[src/rtl/vote_pkg.sv]
// -----------------------------------------------------------------------------
// vote_pkg
// Shared definitions for the ballot front end (vote_input_conditioner) and the
// downstream votingMachine counter.
//   NUM_BUTTONS              number of candidate buttons
//   DEFAULT_DEBOUNCE_CYCLES  default stable-level filter length, in clocks
//   DEFAULT_LOCKOUT_CYCLES   default post-vote lockout length, in clocks
//   cand_idx_t               candidate index (0 = button1 .. 3 = button4)
//   state_t                  arbitration FSM states
//   encode_idx / to_onehot   conversions between one-hot and index form
// -----------------------------------------------------------------------------
package vote_pkg;

  localparam int NUM_BUTTONS             = 4;
  localparam int DEFAULT_DEBOUNCE_CYCLES = 10;
  localparam int DEFAULT_LOCKOUT_CYCLES  = 16;

  typedef logic [1:0] cand_idx_t;

  typedef enum logic [1:0] {
    IDLE         = 2'd0,
    LOCKOUT      = 2'd1,
    WAIT_RELEASE = 2'd2
  } state_t;

  // Index of the highest set bit. Only meaningful when exactly one bit is set.
  function automatic cand_idx_t encode_idx(input logic [NUM_BUTTONS-1:0] bits);
    cand_idx_t idx;
    idx = '0;
    for (int i = 0; i < NUM_BUTTONS; i++) begin
      if (bits[i]) idx = cand_idx_t'(i);
    end
    return idx;
  endfunction

  function automatic logic [NUM_BUTTONS-1:0] to_onehot(input cand_idx_t idx);
    logic [NUM_BUTTONS-1:0] vec;
    vec      = '0;
    vec[idx] = 1'b1;
    return vec;
  endfunction

endpackage

[src/rtl/button_debounce.sv]
// -----------------------------------------------------------------------------
// button_debounce
// Brings one asynchronous ballot button into the clock domain and filters it.
// The stable level db only follows the synchronised level after that level has
// differed from db on DEBOUNCE_CYCLES consecutive rising edges.
// Ports:
//   clock  in   system clock, rising edge
//   reset  in   synchronous, active-high
//   raw    in   raw button level, asynchronous to clock
//   db     out  debounced stable level
// -----------------------------------------------------------------------------
module button_debounce
  import vote_pkg::*;
#(
  parameter int DEBOUNCE_CYCLES = DEFAULT_DEBOUNCE_CYCLES
) (
  input  logic clock,
  input  logic reset,
  input  logic raw,
  output logic db
);

  localparam int CNT_W = $clog2(DEBOUNCE_CYCLES + 1);

  logic             sync1;
  logic             sync2;
  logic [CNT_W-1:0] cnt;

  // NOTE: every register here uses <= so that sync1 -> sync2 -> db behave as a
  // true pipeline; a blocking = would let raw fall straight through in one edge.
  always_ff @(posedge clock) begin
    if (reset) begin
      sync1 <= 1'b0;
      sync2 <= 1'b0;
      cnt   <= '0;
      db    <= 1'b0;
    end else begin
      sync1 <= raw;
      sync2 <= sync1;
      if (sync2 == db) begin
        // Any agreement restarts the run: the difference must be consecutive.
        cnt <= '0;
      end else if (cnt == CNT_W'(DEBOUNCE_CYCLES - 1)) begin
        // This edge would make the run DEBOUNCE_CYCLES long: accept the level.
        db  <= sync2;
        cnt <= '0;
      end else begin
        cnt <= cnt + CNT_W'(1);
      end
    end
  end

endmodule

[src/rtl/vote_input_conditioner.sv]
// -----------------------------------------------------------------------------
// vote_input_conditioner
// Front end of the voting machine. Debounces the four ballot buttons and turns
// each accepted press into one single-cycle vote pulse. Simultaneous presses,
// presses in result mode and a button that is simply kept held never vote.
// Ports:
//   clock        in   system clock, rising edge
//   reset        in   synchronous, active-high
//   mode         in   0 = voting, 1 = result mode (presses are swallowed)
//   button1..4   in   raw candidate buttons, asynchronous, active-high
//   vote_valid   out  one-cycle pulse per accepted vote
//   vote_sel     out  candidate index with vote_valid, else 0
//   vote_onehot  out  one-hot of vote_sel with vote_valid, else 0
//   multi_press  out  one-cycle pulse when a simultaneous press is rejected
//   busy         out  high whenever the arbiter is not in IDLE
// -----------------------------------------------------------------------------
module vote_input_conditioner
  import vote_pkg::*;
#(
  parameter int DEBOUNCE_CYCLES = DEFAULT_DEBOUNCE_CYCLES,
  parameter int LOCKOUT_CYCLES  = DEFAULT_LOCKOUT_CYCLES
) (
  input  logic       clock,
  input  logic       reset,
  input  logic       mode,
  input  logic       button1,
  input  logic       button2,
  input  logic       button3,
  input  logic       button4,
  output logic       vote_valid,
  output logic [1:0] vote_sel,
  output logic [3:0] vote_onehot,
  output logic       multi_press,
  output logic       busy
);

  localparam int CNT_W = $clog2(((DEBOUNCE_CYCLES > LOCKOUT_CYCLES) ?
                                 DEBOUNCE_CYCLES : LOCKOUT_CYCLES) + 1);

  logic [NUM_BUTTONS-1:0] raw;
  logic [NUM_BUTTONS-1:0] db;
  logic                   any_press;
  logic                   multi;
  state_t                 state;
  logic [CNT_W-1:0]       lock_cnt;

  assign raw = {button4, button3, button2, button1};

  for (genvar i = 0; i < NUM_BUTTONS; i++) begin : g_btn
    button_debounce #(
      .DEBOUNCE_CYCLES(DEBOUNCE_CYCLES)
    ) u_debounce (
      .clock(clock),
      .reset(reset),
      .raw  (raw[i]),
      .db   (db[i])
    );
  end

  assign any_press = |db;
  // Clearing the lowest set bit leaves something only if two or more were set.
  assign multi     = (db & (db - NUM_BUTTONS'(1))) != '0;

  always_ff @(posedge clock) begin
    if (reset) begin
      state       <= IDLE;
      lock_cnt    <= '0;
      vote_valid  <= 1'b0;
      vote_sel    <= '0;
      vote_onehot <= '0;
      multi_press <= 1'b0;
      busy        <= 1'b0;
    end else begin
      // Pulse outputs fall back to zero unless a branch below fires them.
      vote_valid  <= 1'b0;
      vote_sel    <= '0;
      vote_onehot <= '0;
      multi_press <= 1'b0;

      case (state)
        IDLE: begin
          if (any_press) begin
            busy <= 1'b1;
            if (mode) begin
              // Result mode: the press is consumed without any output.
              state <= WAIT_RELEASE;
            end else if (multi) begin
              multi_press <= 1'b1;
              state       <= WAIT_RELEASE;
            end else begin
              vote_valid  <= 1'b1;
              vote_sel    <= encode_idx(db);
              vote_onehot <= to_onehot(encode_idx(db));
              lock_cnt    <= CNT_W'(LOCKOUT_CYCLES - 1);
              state       <= LOCKOUT;
            end
          end
        end

        LOCKOUT: begin
          if (lock_cnt == '0) begin
            state <= WAIT_RELEASE;
          end else begin
            lock_cnt <= lock_cnt - CNT_W'(1);
          end
        end

        WAIT_RELEASE: begin
          // Only a full release re-arms voting, so a held button votes once.
          if (!any_press) begin
            state <= IDLE;
            busy  <= 1'b0;
          end
        end

        default: begin
          state <= IDLE;
          busy  <= 1'b0;
        end
      endcase
    end
  end

endmodule
[config.mk]
export PLATFORM = sky130hd
export DESIGN_NAME = vote_input_conditioner
export DESIGN_NICKNAME = d
export VERILOG_FILES = /design/src/rtl/vote_pkg.sv /design/src/rtl/button_debounce.sv /design/src/rtl/vote_input_conditioner.sv
export SDC_FILE = /design/constraint.sdc
export NUM_CORES = 1
export LEC_CHECK = 0
export ABC_CLOCK_PERIOD_IN_PS = 5300
export BUFFER_PORTS_ARGS = -buffer_cell sky130_fd_sc_hd__buf_2
export CAP_MARGIN = 10
export CORE_UTILIZATION = 57
export CTS_CLUSTER_DIAMETER = 30
export CTS_CLUSTER_SIZE = 24
export DETAILED_ROUTE_END_ITERATION = 7
export PLACE_DENSITY = 0.73
export SLEW_MARGIN = 20
export SYNTH_ARGS = -nofsm -noshare
export SYNTH_HDL_FRONTEND = slang
export SYNTH_SLANG_ARGS = --single-unit
[constraint.sdc]
create_clock -name clock -period 5.3 [get_ports clock]
set_input_delay 1.06 -clock clock [delete_from_list [all_inputs] [get_ports clock]]
set_output_delay 1.06 -clock clock [all_outputs]
set_load 0.02 [all_outputs]
==> summary.md, run 1 <==
| Metric | Value |
|---|---|
| Vias in the first global route | 1093 |
| Gate Count Post-Synth | 187 |
| Min-delay worst type | flip-flop to flip-flop |
| Failing checks | design-rule violations |
| Tot Pwr | 514 uW |
| Clock-pin slew on the worst setup and hold paths | 0.12 ns |
| Synth area leaders | dfxtp_1, ha_1, nor2_1 |
| Core Rows | 19 |
| Leak | 0.000743 uW |
| IO Port Bufs | 15 |
| Final-stage net count | 220 |
| Sequence of cells on the critical path | inv_1 > ha_1 > nor4b_1 > nor3b_1 > or3b_2 > o22ai_1 |
| Post-cts repair resize count | 0 |
| Antenna cells | 0 |
| Util after Layout | 67.0% |
| CP peak stage delay | 0.76 ns |
| Initial antenna violation count | 0 |
| Yosys reg bits | 44 |
| Mean Syn Cell Area | 9.51 um^2 |
| Placed insts | 227 |
| Worst Clk Skew | 0.0122 ns |
| Final Hold Violating Endpoints | 0 |
| Async set-or-reset flop fraction in the synthesized netlist | 0% |
| Clk buf depth | 2 |
| Via Count | 1255 |
| Hold-fix buffers, CTS | 0 |
| Critical path's slowest cell | nor3b_1 |
| Slew HR | 37.3% |
| Yosys top cell area share | 49.5% |
| EDFF count, synth | 0 |
| Initial drt markers | 63 |
| Crit start category | flip-flop |
| Commonest cells in the netlist | dfxtp_1, nor2_1, a21oi_1, nand2_1 |
| CP top delay family | simple AND/OR/NAND/NOR gates |
| Synth warn | 0 |
| First-pass GRT wire length | 4450 um |
| Worst hold slack | 0.445 ns |
| Peak VDD IR | 0.000139 V |
| Finished Layout Cells | 235 |
| Antenna Violating Nets Remaining | 0 |
| Gr ovfl total | 0 |
| CP bufs+invs | 1 |
| DR WL/cell | 11.0 um |
| Setup bufs post-CTS | 0 |
| Core Area | 2850 um^2 |
| Post-synth top area cell | dfxtp_1 |
| Final-report setup violation count | 0 |
| DRT Pass-1 Iters | 6 |
| Max-Cap Viols | 0 |
| CTS Buf Count | 5 |
| WL final | 2600 um |
| Worst skew pair latency | 0.35 ns |
| Slew Limit Fails | 0 |
| Most numerous cell in the Yosys netlist | dfxtp_1 |
| Critical Path Sink Type | flip-flop |
| FMAX | 495 MHz |
| Worst Max-Slew Pin Slew | 0.938 ns |
| Netlist cell types | 33 |
| Starting density of the core | 62.4% |
| Vias/cell | 5.34 |
| Root buf cell | clkbuf_4 |
| Setup CP Type | flip-flop to flip-flop |
| Layout cells sized above 1 | 13.2% |
| Overall routing resource usage | 17.8% |
| Final critical-path share of the clock period | 38.2% |
| Power per Cell Area | 269 nW/um^2 |
| DP Wirelength | 1910 um |
| RSZ-0062 raised after global routing | no |
| Gpl congestion | 0.750 |
| H-tree levels | 2 |
| Tmin final | 2.02 ns |
| WP data required | 5.52 ns |
| I/O Pins | 16 |
| CTS tree | built |
| Setup TNS | 0 ns |
| Critical Path Fanout Max | 9 |
| Clock Sinks | 44 |
| DRC viols | 4 |
| Area Overhead vs Synth | 7.38% |
| Pin count of the biggest net entering global routing | 27 |
| Post-synthesis sequential area ratio | 49.5% |
| Die Wd | 57.9 um |
| Syn nets | 204 |
| Critical path arrival | 2.24 ns |
| Height of the die | 57.9 um |
| Die area | 3350 um^2 |
| Most used DFF post-synth | dfxtp_1 |
| Status | complete, but fails checks |
| Cell Area, Synth | 1780 um^2 |
[report_power, final]
group	switching, uW	internal [uW]	total [uW]
Sequential	2.17	334	337
Combinational	6.35	5.36	11.7
Clock	101	65.0	166
Total	110	405	514
[cell usage in the layout (no fill, tap or decap), types with 2 or more instances in the layout]
cell / n
nand3b_1: 2
xnor2_1: 8
buf_2: 15
nor2b_1: 8
o21ai_0: 8
or3b_2: 2
or3_1: 4
clkbuf_4: 5
nor3_1: 3
a21o_1: 2
ha_1: 10
xor2_1: 5
inv_1: 10
nor2_1: 29
o31a_1: 4
a21oi_1: 13
dfxtp_1: 44
nand3_1: 5
nand2_1: 11
[worst register-to-register path: cells and delay by family (launching register included)]
family                     cells  cell delay, ns
AOI/OAI and AO/OA              1            0.06
adders and majority gates      1            0.20
buffers and inverters          1            0.08
DFF                            1            0.39
and+or+nand+nor                3            1.16
[cell families (layout without fill, tap and decap cells)]
| kind of cell | Yosys count | in the layout | share of synthesized area, % |
|---|---|---|---|
| AND/OR/NAND/NOR | 71 | 71 | 19.8 |
| AO/OA/AOI/OAI | 31 | 31 | 11.5 |
| adder cells (fa/ha/maj) | 11 | 11 | 7.59 |
| buffers and inverters | 16 | 33 | 4.64 |
| multiplexers | 1 | 1 | 0.563 |
| XOR/XNOR | 13 | 13 | 6.40 |
| flip-flops | 44 | 44 | 49.5 |
[worst paths after layout]
kind / cells past startpoint / slack [ns] / to / from
max: 6 / 3.28 / lock_cnt[4]$_SDFFE_PP0P_ / lock_cnt[0]$_SDFFE_PP0P_
min: 1 / 0.44 / g_btn[0].u_debounce.sync2$_SDFF_PP0_ / g_btn[0].u_debounce.sync1$_SDFF_PP0_
max reg2reg: 6 / 3.28 / lock_cnt[4]$_SDFFE_PP0P_ / lock_cnt[0]$_SDFFE_PP0P_
min reg2reg: 1 / 0.44 / g_btn[0].u_debounce.sync2$_SDFF_PP0_ / g_btn[0].u_debounce.sync1$_SDFF_PP0_
[through the flow]
stage / area [um^2] / setup slack, ns
floorplan: 1780 / 3.56
CTS: 1910 / 3.30
detailed placement: 1850 / 3.15
finish: 1910 / 3.28
global route: 1910 / 3.17
global placement: 1850 / 3.24
[registers in the layout, summed over array words and instances, names as in the netlist]
signal	count
g_btn.u_debounce.sync1	4
g_btn.u_debounce.cnt	16
lock_cnt	5
busy	1
vote_onehot	4
multi_press	1
vote_sel	2
state	2
vote_valid	1
g_btn.u_debounce.sync2	4
g_btn.u_debounce.db	4
[area by class of cell]
cell class / count / area, um^2
Timing Repair Buffer: 15 / 75.1
Inverter: 10 / 37.5
Clock inverter: 1 / 7.51
Sequential cell: 44 / 881
Multi-Input combinational cell: 127 / 816
Fill cell: 246 / 942
Clock buffer: 7 / 55.1
Tap cell: 31 / 38.8
[routing by layer]
metal  vias to the layer above  track usage, %  routed length (um)
met5                         -               0                   0
met4                         0            8.16                  46
met3                         6            6.03                 139
met2                        30            30.2                1220
met1                       564            20.1                1190
li1                        655               -                   -
No activity file was read; power rests on OpenSTA's default activity.
==> inputs of run 2 (changes only) <==
--- a/config.mk
+++ b/config.mk
@@ -5,7 +5,8 @@
 export SDC_FILE = /design/constraint.sdc
 export NUM_CORES = 1
 export LEC_CHECK = 0
-export ABC_CLOCK_PERIOD_IN_PS = 5300
+export ABC_AREA = 1
+export ABC_CLOCK_PERIOD_IN_PS = 1880
 export BUFFER_PORTS_ARGS = -buffer_cell sky130_fd_sc_hd__buf_2
 export CAP_MARGIN = 10
 export CORE_UTILIZATION = 57
==> constraint.sdc (replaced) <==
create_clock -name clock -period 1.88 [get_ports clock]
set_input_delay 0.376 -clock clock [delete_from_list [all_inputs] [get_ports clock]]
set_output_delay 0.376 -clock clock [all_outputs]
set_load 0.02 [all_outputs]
==> summary.md, run 2 <==
| Metric | Value |
|---|---|
| Status | complete, no violations |
| FMAX | 732 MHz |
| Worst skew pair latency | 0.35 ns |
| Hold-fix buffers, CTS | 0 |
| CP peak stage delay | 0.32 ns |
| Vias in the first global route | 1122 |
| IO Port Bufs | 15 |
| DP Wirelength | 2060 um |
| Clock Sinks | 44 |
| Core Area | 3050 um^2 |
| Sequence of cells on the critical path | inv_1 > ha_1 > inv_1 > nor2_1 > nand3_2 > nand2_1 > inv_2 > nand3_4 > nand2_1 > a21oi_1 |
| Commonest non-fill, non-tap cells in the layout | dfxtp_1, nor2_1, inv_1 |
| Initial antenna violation count | 0 |
| Critical Path Fanout Max | 6 |
| CTS tree | built |
| CTS Buf Count | 5 |
| Final-stage net count | 265 |
| Uppermost routed layer | met4 |
| Post-cts repair resize count | 0 |
| Gpl congestion | 0.844 |
| Critical path arrival | 1.66 ns |
| Async set-or-reset flop fraction in the synthesized netlist | 0% |
| Crit start category | flip-flop |
| First-pass GRT wire length | 4620 um |
| Area Overhead vs Synth | 10.3% |
| H-tree levels | 2 |
| DRC viols | 0 |
| Vias/cell | 4.68 |
| Initial drt markers | 35 |
| Antenna Violating Nets Remaining | 0 |
| WP data required | 2.17 ns |
| Met2 wire len | 1210 um |
| Syn nets | 244 |
| Slew Limit Fails | 0 |
| Max-Cap Viols | 0 |
| EDFF count, synth | 0 |
| Min-delay worst type | input pin to flip-flop |
| Setup bufs post-CTS | 0 |
| RSZ-0062 raised after global routing | no |
| RR Endpoint | lock_cnt[4]$_SDFFE_PP0P_ |
| Post-synth top area cell | dfxtp_1 |
| Cell Area, Synth | 1820 um^2 |
| Commonest cells in the netlist | dfxtp_1, nor2_1, inv_1, nand2_1, a21oi_1 |
| Multi-input logic area | 797 um^2 |
| Die area | 3430 um^2 |
| Post-synthesis sequential area ratio | 48.4% |
| Root buf cell | clkbuf_4 |
| Critical Path Sink Type | flip-flop |
| Tot Pwr | 1450 uW |
| Critical path's slowest cell | dfxtp_1 |
| Mean Syn Cell Area | 8.03 um^2 |
| Top reg by flops | g_btn.u_debounce.cnt |
| Yosys reg bits | 44 |
| Slew HR | 80.5% |
| R2r startpoint | lock_cnt[0]$_SDFFE_PP0P_ |
| Overall routing resource usage | 18.1% |
| DR WL/cell | 9.37 um |
| Max reg flops | 16 |
| I/O Pins | 16 |
| Top flop regs | g_btn.u_debounce.cnt x16, lock_cnt x5 |
| Layout cells sized above 1 | 15.7% |
| Peak VDD IR | 0.000493 V |
| Commonest non-fill, non-tap cell in the layout | dfxtp_1 |
| Post-Route M1 WL | 1320 um |
| R2R depth | 10 |
| Power per Cell Area | 719 nW/um^2 |
| Pin count of the biggest net entering global routing | 16 |
| Setup TNS | 0 ns |
| Final-report setup violation count | 0 |
| DRT Pass-1 Iters | 4 |
| Worst Max-Slew Pin Slew | 0.292 ns |
| Worst hold slack | 0.215 ns |
| Via Count | 1371 |
| Core Rows | 20 |
| Netlist cell types | 23 |
| Final Hold Violating Endpoints | 0 |
| Die Wd | 58.5 um |
| Leak | 0.000926 uW |
| Setup CP Type | flip-flop to flip-flop |
| Clk buf depth | 2 |
| Critical Path End | lock_cnt[4]$_SDFFE_PP0P_ |
| Synth warn | 0 |
| WL final | 2750 um |
| Height of the die | 58.5 um |
| Clock-pin slew on the worst setup and hold paths | 0.11 ns |
| Synth area leaders | dfxtp_1, nor2_1, ha_1 |
| Most numerous cell in the Yosys netlist | dfxtp_1 |
| Final critical-path share of the clock period | 72.7% |
| Starting density of the core | 59.7% |
| Critical path startpoint | lock_cnt[0]$_SDFFE_PP0P_ |
| Antenna cells | 0 |
| Most used DFF post-synth | dfxtp_1 |
| WL met3 | 160 um |
| Reg2reg setup slack | 0.51 ns |
| Reg area | 881 um^2 |
| Yosys top cell area share | 48.4% |
| # fillers | 288 |
| Gate Count Post-Synth | 227 |
| Tmin final | 1.37 ns |
| Gr ovfl total | 0 |
| Worst Clk Skew | 0.0103 ns |
[run 2: cell families after synthesis]
kind of cell	after synthesis	synth area share [%]
compound gates	25	7.07
xor+xnor	8	3.85
fa+ha+maj	10	6.87
buf+inv	38	7.90
flops	44	48.4
simple gates	102	26.0
[run 2: worst max-delay path, delay by kind of cell, from the launching register on]
| family | cells | cell delay, ns |
|---|---|---|
| buf+inv | 3 | 0.20 |
| compound gates | 1 | 0.12 |
| simple gates | 5 | 0.50 |
| flops | 1 | 0.32 |
| fa+ha+maj | 1 | 0.16 |
[run 2: cell type report]
| cell class | instances | area share [%] |
|---|---|---|
| clock buffers | 8 | 2.93 |
| inverters | 36 | 6.72 |
| multi-input cells | 145 | 39.7 |
| flip-flops and latches | 44 | 43.8 |
| well taps | 44 | 2.74 |
| repair buffers | 16 | 4.11 |
[run 2: how the worst min path moves through the flow]
stage               slack, ns  cells past startpoint                            startpoint                                    to
finish                   0.22                      3                               button3  g_btn[2].u_debounce.sync1$_SDFF_PP0_
CTS                      0.20                      3                               button1  g_btn[0].u_debounce.sync1$_SDFF_PP0_
global placement         0.39                      2  g_btn[0].u_debounce.sync1$_SDFF_PP0_  g_btn[0].u_debounce.sync2$_SDFF_PP0_
detailed placement       0.40                      2  g_btn[3].u_debounce.sync1$_SDFF_PP0_  g_btn[3].u_debounce.sync2$_SDFF_PP0_
floorplan                0.39                      2  g_btn[0].u_debounce.sync1$_SDFF_PP0_  g_btn[0].u_debounce.sync2$_SDFF_PP0_
global route             0.18                      3                               button1  g_btn[0].u_debounce.sync1$_SDFF_PP0_
[run 2: power breakdown]
group | internal, uW | total [uW] | leakage, uW | switching [uW]
sequential | 942 | 948 | 0.000356 | 5.89
clock | 185 | 458 | 0.0000326 | 273
combinational | 15.1 | 39.0 | 0.000537 | 23.9
total | 1140 | 1450 | 0.000926 | 303
[run 2: routing by layer]
| layer | vias to the layer above | GRT usage, % |
|---|---|---|
| met5 | - | 0 |
| met4 | 0 | 7.14 |
| met3 | 5 | 7.47 |
| met2 | 29 | 28.4 |
| met1 | 595 | 22.3 |
| li1 | 742 | - |
[run 2: stage by stage]
stage,worst slack [ns],cell area (um^2),utilization [%],instances
6_report,0.514,2010,65.8,293
5_1_grt,0.319,2010,65.8,293
4_1_cts,0.506,2010,65.8,293
3_5_place_dp,0.530,1950,63.9,285
3_3_place_gp,0.567,1950,63.9,285
2_1_floorplan,0.665,1820,-,227
